$ cat config.mk
export PLATFORM = sky130hd
export DESIGN_NAME = tt_um_jimktrains_vslc_timer_sched
export DESIGN_NICKNAME = d
export VERILOG_FILES = /design/src/rtl/vslc_timer_pkg.sv /design/src/rtl/vslc_timer_step.sv /design/src/rtl/tt_um_jimktrains_vslc_timer_sched.sv
export SDC_FILE = /design/constraint.sdc
export NUM_CORES = 1
export LEC_CHECK = 0
export CORE_MARGIN = 1.5
export CORE_UTILIZATION = 55
export CTS_BUF_LIST = sky130_fd_sc_hd__clkbuf_8
export CTS_CLUSTER_DIAMETER = 60
export DETAILED_ROUTE_END_ITERATION = 10
export GPL_ROUTABILITY_DRIVEN = 0
export GPL_TIMING_DRIVEN = 0
export PLACE_DENSITY = 0.74
export SYNTH_ARGS = -nofsm -noshare
export SYNTH_HDL_FRONTEND = slang
export SYNTH_SLANG_ARGS = --single-unit
$ cat constraint.sdc
create_clock -name clk -period 3 [get_ports clk]
set_clock_uncertainty 0.1 [all_clocks]
set_input_delay 0.45 -clock clk [delete_from_list [all_inputs] [get_ports clk]]
set_output_delay 0.45 -clock clk [all_outputs]
set_load 0.02 [all_outputs]
$ cat src/rtl/vslc_timer_pkg.sv
// Shared definitions for the VSLC round-robin timer scheduler: command
// encodings and default sizing.
package vslc_timer_pkg;

  localparam int NUM_CHAN_DEF = 4;
  localparam int CNT_W_DEF    = 10;

  typedef enum logic [1:0] {
    OP_WRITE_A = 2'b00,
    OP_WRITE_B = 2'b01,
    OP_START   = 2'b10,
    OP_STOP    = 2'b11
  } cmd_op_e;

endpackage : vslc_timer_pkg

$ cat src/rtl/vslc_timer_step.sv
// One timer step for a single channel: compare the counter against the
// active phase's period, then either flip phase or count up.
module vslc_timer_step
  import vslc_timer_pkg::*;
#(
  parameter int CNT_W = CNT_W_DEF
) (
  input  logic [CNT_W-1:0] counter,
  input  logic             phase,
  input  logic             wave,
  input  logic [CNT_W-1:0] period_a,
  input  logic [CNT_W-1:0] period_b,
  output logic [CNT_W-1:0] counter_nxt,
  output logic             phase_nxt,
  output logic             wave_nxt
);

  always_comb begin
    // NOTE: every output gets a default before the branches, so no path
    // leaves a value unassigned and no latch is inferred.
    counter_nxt = counter + CNT_W'(1);
    phase_nxt   = phase;
    wave_nxt    = wave;

    if (!phase && counter == period_a) begin
      counter_nxt = '0;
      phase_nxt   = 1'b1;
      wave_nxt    = ~wave;
    end else if (phase && counter == period_b) begin
      counter_nxt = '0;
      phase_nxt   = 1'b0;
      // A zero-length B phase is a pure re-arm: the waveform keeps its level.
      wave_nxt    = (period_b == '0) ? wave : ~wave;
    end
  end

endmodule : vslc_timer_step

$ cat src/rtl/tt_um_jimktrains_vslc_timer_sched.sv
// Multi-channel two-phase timer. Ticks are latched per channel as pending
// work and drained by a single step datapath visited round-robin.
module tt_um_jimktrains_vslc_timer_sched
  import vslc_timer_pkg::*;
#(
  parameter int NUM_CHAN = NUM_CHAN_DEF,
  parameter int CNT_W    = CNT_W_DEF
) (
  input  logic                        clk,
  input  logic                        rst_n,
  input  logic                        tick,
  input  logic                        cmd_valid,
  output logic                        cmd_ready,
  input  logic [1:0]                  cmd_op,
  input  logic [$clog2(NUM_CHAN)-1:0] cmd_chan,
  input  logic [CNT_W-1:0]            cmd_data,
  output logic [NUM_CHAN-1:0]         timer_enabled,
  output logic [NUM_CHAN-1:0]         timer_output,
  output logic [NUM_CHAN-1:0]         timer_overrun
);

  localparam int CH_W = $clog2(NUM_CHAN);

  logic [CH_W-1:0]     ptr;
  logic [CNT_W-1:0]    period_a [NUM_CHAN];
  logic [CNT_W-1:0]    period_b [NUM_CHAN];
  logic [CNT_W-1:0]    counter  [NUM_CHAN];
  logic [NUM_CHAN-1:0] phase;
  logic [NUM_CHAN-1:0] wave;
  logic [NUM_CHAN-1:0] enabled;
  logic [NUM_CHAN-1:0] pending;
  logic [NUM_CHAN-1:0] overrun;

  logic                cmd_acc;
  cmd_op_e             op;
  logic                service;
  logic [NUM_CHAN-1:0] svc_sel;
  logic [NUM_CHAN-1:0] cmd_sel;

  logic [CNT_W-1:0]    counter_nxt;
  logic                phase_nxt;
  logic                wave_nxt;

  // Ready is simply "out of reset": every command retires in its own cycle.
  assign cmd_ready = rst_n;
  assign cmd_acc   = cmd_valid & cmd_ready;
  assign op        = cmd_op_e'(cmd_op);

  // A command cycle freezes the scan so command and step never touch the
  // same channel state in one cycle.
  assign service = !cmd_acc && enabled[ptr] && pending[ptr];

  always_comb begin
    svc_sel = '0;
    cmd_sel = '0;
    if (service) svc_sel[ptr]      = 1'b1;
    if (cmd_acc) cmd_sel[cmd_chan] = 1'b1;
  end

  vslc_timer_step #(
    .CNT_W (CNT_W)
  ) u_step (
    .counter     (counter[ptr]),
    .phase       (phase[ptr]),
    .wave        (wave[ptr]),
    .period_a    (period_a[ptr]),
    .period_b    (period_b[ptr]),
    .counter_nxt (counter_nxt),
    .phase_nxt   (phase_nxt),
    .wave_nxt    (wave_nxt)
  );

  always_ff @(posedge clk or negedge rst_n) begin
    if (!rst_n) begin
      ptr <= '0;
      // NOTE: the per-channel arrays are a handful of flops, not a RAM, so
      // they are reset with everything else; periods must read 0 after reset.
      for (int c = 0; c < NUM_CHAN; c++) begin
        period_a[c] <= '0;
        period_b[c] <= '0;
        counter[c]  <= '0;
      end
      phase   <= '0;
      wave    <= '0;
      enabled <= '0;
      pending <= '0;
      overrun <= '0;
    end else begin
      // NOTE: all state here uses non-blocking assignments, so every read
      // in this block sees the value from before the clock edge.
      if (!cmd_acc) ptr <= ptr + CH_W'(1);

      for (int c = 0; c < NUM_CHAN; c++) begin
        // A tick arriving in the service cycle re-arms pending rather than
        // being lost.
        if (enabled[c] && tick) begin
          pending[c] <= 1'b1;
          if (pending[c] && !svc_sel[c]) overrun[c] <= 1'b1;
        end else if (svc_sel[c]) begin
          pending[c] <= 1'b0;
        end

        if (svc_sel[c]) begin
          counter[c] <= counter_nxt;
          phase[c]   <= phase_nxt;
          wave[c]    <= wave_nxt;
        end

        // Commands come last so they win over tick capture on their target.
        if (cmd_sel[c]) begin
          case (op)
            OP_WRITE_A: period_a[c] <= cmd_data;
            OP_WRITE_B: period_b[c] <= cmd_data;
            OP_START: begin
              enabled[c] <= 1'b1;
              counter[c] <= '0;
              phase[c]   <= 1'b0;
              wave[c]    <= 1'b0;
              pending[c] <= 1'b0;
              overrun[c] <= 1'b0;
            end
            OP_STOP: begin
              enabled[c] <= 1'b0;
              phase[c]   <= 1'b0;
              wave[c]    <= 1'b0;
              pending[c] <= 1'b0;
            end
            default: ;
          endcase
        end
      end
    end
  end

  assign timer_enabled = enabled;
  assign timer_output  = wave;
  assign timer_overrun = overrun;

endmodule : tt_um_jimktrains_vslc_timer_sched

Yosys cells after proc, flatten, opt, wreduce, memory -nomap -nowiden
Cells that the tools add are included.

Flip-flop bits (word level): 142. Output and inout bits: 13. Logic and storage cells: 171.

Add/subtract/negate cells: 2. Order comparisons: 5. Equal/unequal tests: 5. Multiplexer cells: 99. Bitwise logic cells: 3. Reductions and logical operators: 36.

Operators with widths (number): 10-bit 2-to-1 mux (20); 1-bit 2-to-1 mux (67); 10-bit binary-select mux with 2-bit select (3); 2-bit AND reduction (12); 10-bit == test (2); 1-bit logical AND (14); 10-bit by 1-bit adder with 10-bit output (second input constant) (1); 10-bit zero test (1); 1-bit binary-select mux with 2-bit select (4); 4-bit 2-to-1 mux (2); 1-bit zero test (6); 2-bit by 3-bit less-than comparator with 1-bit output (second input constant) (2); 1-bit demux with 2-bit select (2); 2-bit == test (second input constant) (2); 2-bit by 1-bit greater-or-equal comparator with 1-bit output (second input constant) (2); 3-bit greater-or-equal comparator (second input constant) (1); 2-bit NOT with 3-bit output (1); 2-bit by 1-bit adder with 2-bit output (second input constant) (1); 2-bit by 1-bit == test with 1-bit output (second input constant) (1); 2-bit zero test (1); 1-bit case mux with 2 select lines (1); 2-bit nonzero test (1); 2-bit OR reduction (1); 1-bit AND (1); 1-bit NOT (1).

Logic depth before layout (Yosys ltp)
Depth in word-level cells: 11. Gate-level depth with buffers: 12.

By module
Synthesis repeated with hierarchy kept, for this count alone.

Cells, all modules: 584. Area, all modules: 7184.4 um^2.

Modules (own cells, without submodules): tt_um_jimktrains_vslc_timer_sched (instances 1, cells an instance 510, area an instance 6672.6 um^2, sequential area each 3553.4 um^2); vslc_timer_step (instances 1, cells an instance 74, area an instance 511.7 um^2, sequential area each 0.0 um^2).

Worst setup path after synthesis
OpenSTA, ideal clock, no wires.

Path type: flip-flop to flip-flop. Start: register ptr[1]. End: register with a tool-made name. Setup time: 0.124 ns. Arrival time: 2.503 ns. Setup slack: 0.273 ns. Cell stages (with the launch flop): 9. Path through: dfrtp_1 -> buf_2 -> clkbuf_1 -> mux4_2 -> xnor2_1 -> nand4_1 -> or4b_4 -> and3_4 -> o31a_1.

RTL lines: from (decl) (line tt_um_jimktrains_vslc_timer_sched.sv:24) `logic [CH_W-1:0] ptr;`; from (signal assigned) (line tt_um_jimktrains_vslc_timer_sched.sv:91) `if (!cmd_acc) ptr <= ptr + CH_W'(1);`.

==> impl_metrics.json <==
{
  "arrival_ps": 3180,
  "n_antenna_cell": 0,
  "drt_first_pass_iters": 4,
  "period_needed_ps": 2940,
  "crit_fanout": 10,
  "swShare": 0.356,
  "synth_ff_type": "dfrtp_1",
  "synth_top_cell_by_area": "dfrtp_1",
  "worst_pin_slew_ps": 1110,
  "relSlewSlack": 0.255,
  "ant_nets": 0,
  "clockPowerShare": 0.222,
  "yosysUniqueCellTypes": 49,
  "crit_start": "ptr[1]",
  "rr_startpoint": "ptr[1]",
  "synth_edf_count": 0,
  "finalCritPeriodShare": 0.981,
  "path_cells": "clkbuf_4 > buf_8 > buf_6 > mux4_2 > xnor2_2 > nand4_1 > or4b_4 > and3_4 > o31a_1",
  "setup_slack_ps": 58.3,
  "drv_cap": 0,
  "drive_above_1_share": 0.346,
  "syn-num-nets": 500,
  "worstSetupStartpointType": "flop",
  "grtUsageTotal": 0.261,
  "grt_max_degree": 78,
  "cts-root-buf": "clkbuf_8",
  "max_stage_delay_ps": 580,
  "cts_tree": "done",
  "synth-async-reset-ratio": 1.00,
  "grt_pass1_vias": 4631,
  "pre_cts_ws_ps": -473,
  "syn_area_per_cell_um2": 14.2,
  "synth_warnings": 0,
  "yosys.area.top_type_share": 0.524,
  "design_area_um2": 7900,
  "worst_skew_pair.late_latency_ps": 460,
  "crit_type": "flop to flop",
  "hpwl_um": 10500,
  "h-tree-depth": 4,
  "max_freq_mhz": 340,
  "status": "completed",
  "final_common_cell": "dfrtp_1",
  "cp-end-kind": "flop",
  "fill_cells": 873,
  "post_dp_cell_area_um2": 7280,
  "cp_top_family": "simple AND/OR/NAND/NOR gates",
  "antenna_found_initial": 0,
  "drtIter0Drc": 340,
  "postSynthRegisterBits": 142,
  "maxSlewViolCount": 0,
  "p_sw_uw": 2550,
  "ys_seq_area_frac": 0.524,
  "hp-class": "primary input to flop",
  "clock-sinks": 142,
  "start_util": 0.565,
  "grt_pass1_wl_um": 25000,
  "netlist_top_cells_area": "dfrtp_1 (52%), mux2_2 (13%), mux4_2 (10%)",
  "pwr_density_cell_nw_per_um2": 906,
  "die_width_um": 114,
  "drc_errors": 0,
  "cts.clk_slew.worst_paths_ps": 80,
  "p_int_uw": 4620,
  "area.growth.synth_to_final_pct": 16.4,
  "hold_viol_final": 0,
  "cts_buffers": 17,
  "port-buffer-count": 28,
  "gr-total-overflow": 0,
  "ir_drop_uv": 518,
  "fin_nets": 559,
  "hold_start": "tick",
  "p_leak_uw": 0.00345,
  "finalSetupViolCount": 0,
  "core_um2": 12000,
  "drt-total-wl_um": 15800,
  "layout_common_cells": "dfrtp_1 (141), mux2_2 (80), a32o_1 (32)",
  "clock_path_buffers": 2,
  "die-area_um2": 13000,
  "syn_area_um2": 6790,
  "slowest_stage": "or4b_4",
  "vias": 4456,
  "power_frac_seq": 0.359,
  "rows": 40,
  "synthesis.instances": 477,
  "required_ps": 3240,
  "critPathBufInv": 3,
  "via_per_inst": 6.40,
  "ios": 31,
  "die-height_um": 114,
  "wl_per_cell_um": 22.7,
  "combPwrFrac": 0.418,
  "p_total_uw": 7160
}
per-layer routing:
layer,up-vias,global-route usage,part of all wire
met5,-,0,0
met4,0,0.115,0.024
met3,28,0.0736,0.054
met2,124,0.407,0.49
met1,2342,0.347,0.43
li1,1962,-,-
path summary, 6_finish.rpt:
check	endpoint	slack (ps)	cells after the start
max in group asynchronous	period_b[15]	1960	3
min reg2reg	counter[2]	390	1
max	flop	60	9
max reg2reg	flop	60	9
min in group asynchronous	pending[3]	490	3
min	pending[3]	390	3
flip-flops by register name, indices dropped and copies added (netlist names), named ones only:
| signal | flops |
|---|---|
| counter | 40 |
| phase | 4 |
| pending | 4 |
| timer_enabled | 4 |
| period_a | 40 |
| ptr | 2 |
| timer_overrun | 4 |
| period_b | 40 |
power groups by stage:
| stage | registers [uW] | logic [uW] | clock network, uW |
|---|---|---|---|
| finish | 2570 | 3000 | 1590 |
| global route | 2610 | 3200 | 1700 |
| CTS | 2560 | 2810 | 1630 |
| detailed placement | 2590 | 2760 | 0 |
| global placement | 2570 | 2680 | 0 |
| floorplan | 2600 | 1940 | 0 |
worst register-to-register path, cell delays in order (launching register included):
cell and delay [ps]:
dfrtp_1 380, clkbuf_4 220, buf_8 190, buf_6 200
mux4_2 400, xnor2_2 190, nand4_1 110, or4b_4 580
and3_4 210, o31a_1 240
synthesized netlist by cell type, drive strengths merged (2+ instances only):
cell type and instances:
dfrtp 142, mux2 81, a32o 32, mux4 31, nand2 25, nor2 16, xor2 15, xnor2 14
buf 11, clkbuf 11, a21oi 8, nand3 8, o2bb2ai 8, and2 6, o21ai 6, and3 5
ha 5, nand4 5, nor4 5, o21a 5, a21o 4, a22oi 4, a41oi 4, inv 4
nor3 4, o31a 4, nor2b 2, o211ai 2, or2 2, or4 2
per-stage QoR:
step                       util  TNS [ps]  hold slack, ps  std cells
after floorplan               -         0            54.4        477
after global placement    0.604  -1328590             367        652
after detailed placement  0.606    -20560             375        653
after CTS                 0.646         0             355        688
after global routing      0.658      -201             406        696
final                     0.658         0             386        696
layout make-up:
cell class | count | area (um2) | area share
plain buffers | 22 | 188 | 0.0238
clock buffers | 18 | 248 | 0.0314
clock inverters | 14 | 169 | 0.0214
inverters | 4 | 15.0 | 0.00190
multi-input cells | 309 | 3120 | 0.394
flip-flops and latches | 142 | 3550 | 0.450
well taps | 147 | 184 | 0.0233
repair buffers | 40 | 427 | 0.0540
kinds of logic after synthesis:
family	share of synthesized area
xor gates and xnor gates	0.0396
buffers and inverters	0.0225
DFF	0.524
adders and majority gates	0.00922
and+or+nand+nor	0.0660
muxes	0.239
AOI/OAI and AO/OA	0.0996
what timing repair did:
item | in CTS | in global routing
setup endpoints to repair | 48 | 42
hold buffers | 2 | 0
pin swaps | 1 | 0
resized for setup | 8 | 17
endpoints found under the hold margin | 66 | 0
buffers inserted | 1 | 8
No activity file was read; power rests on OpenSTA's default activity.
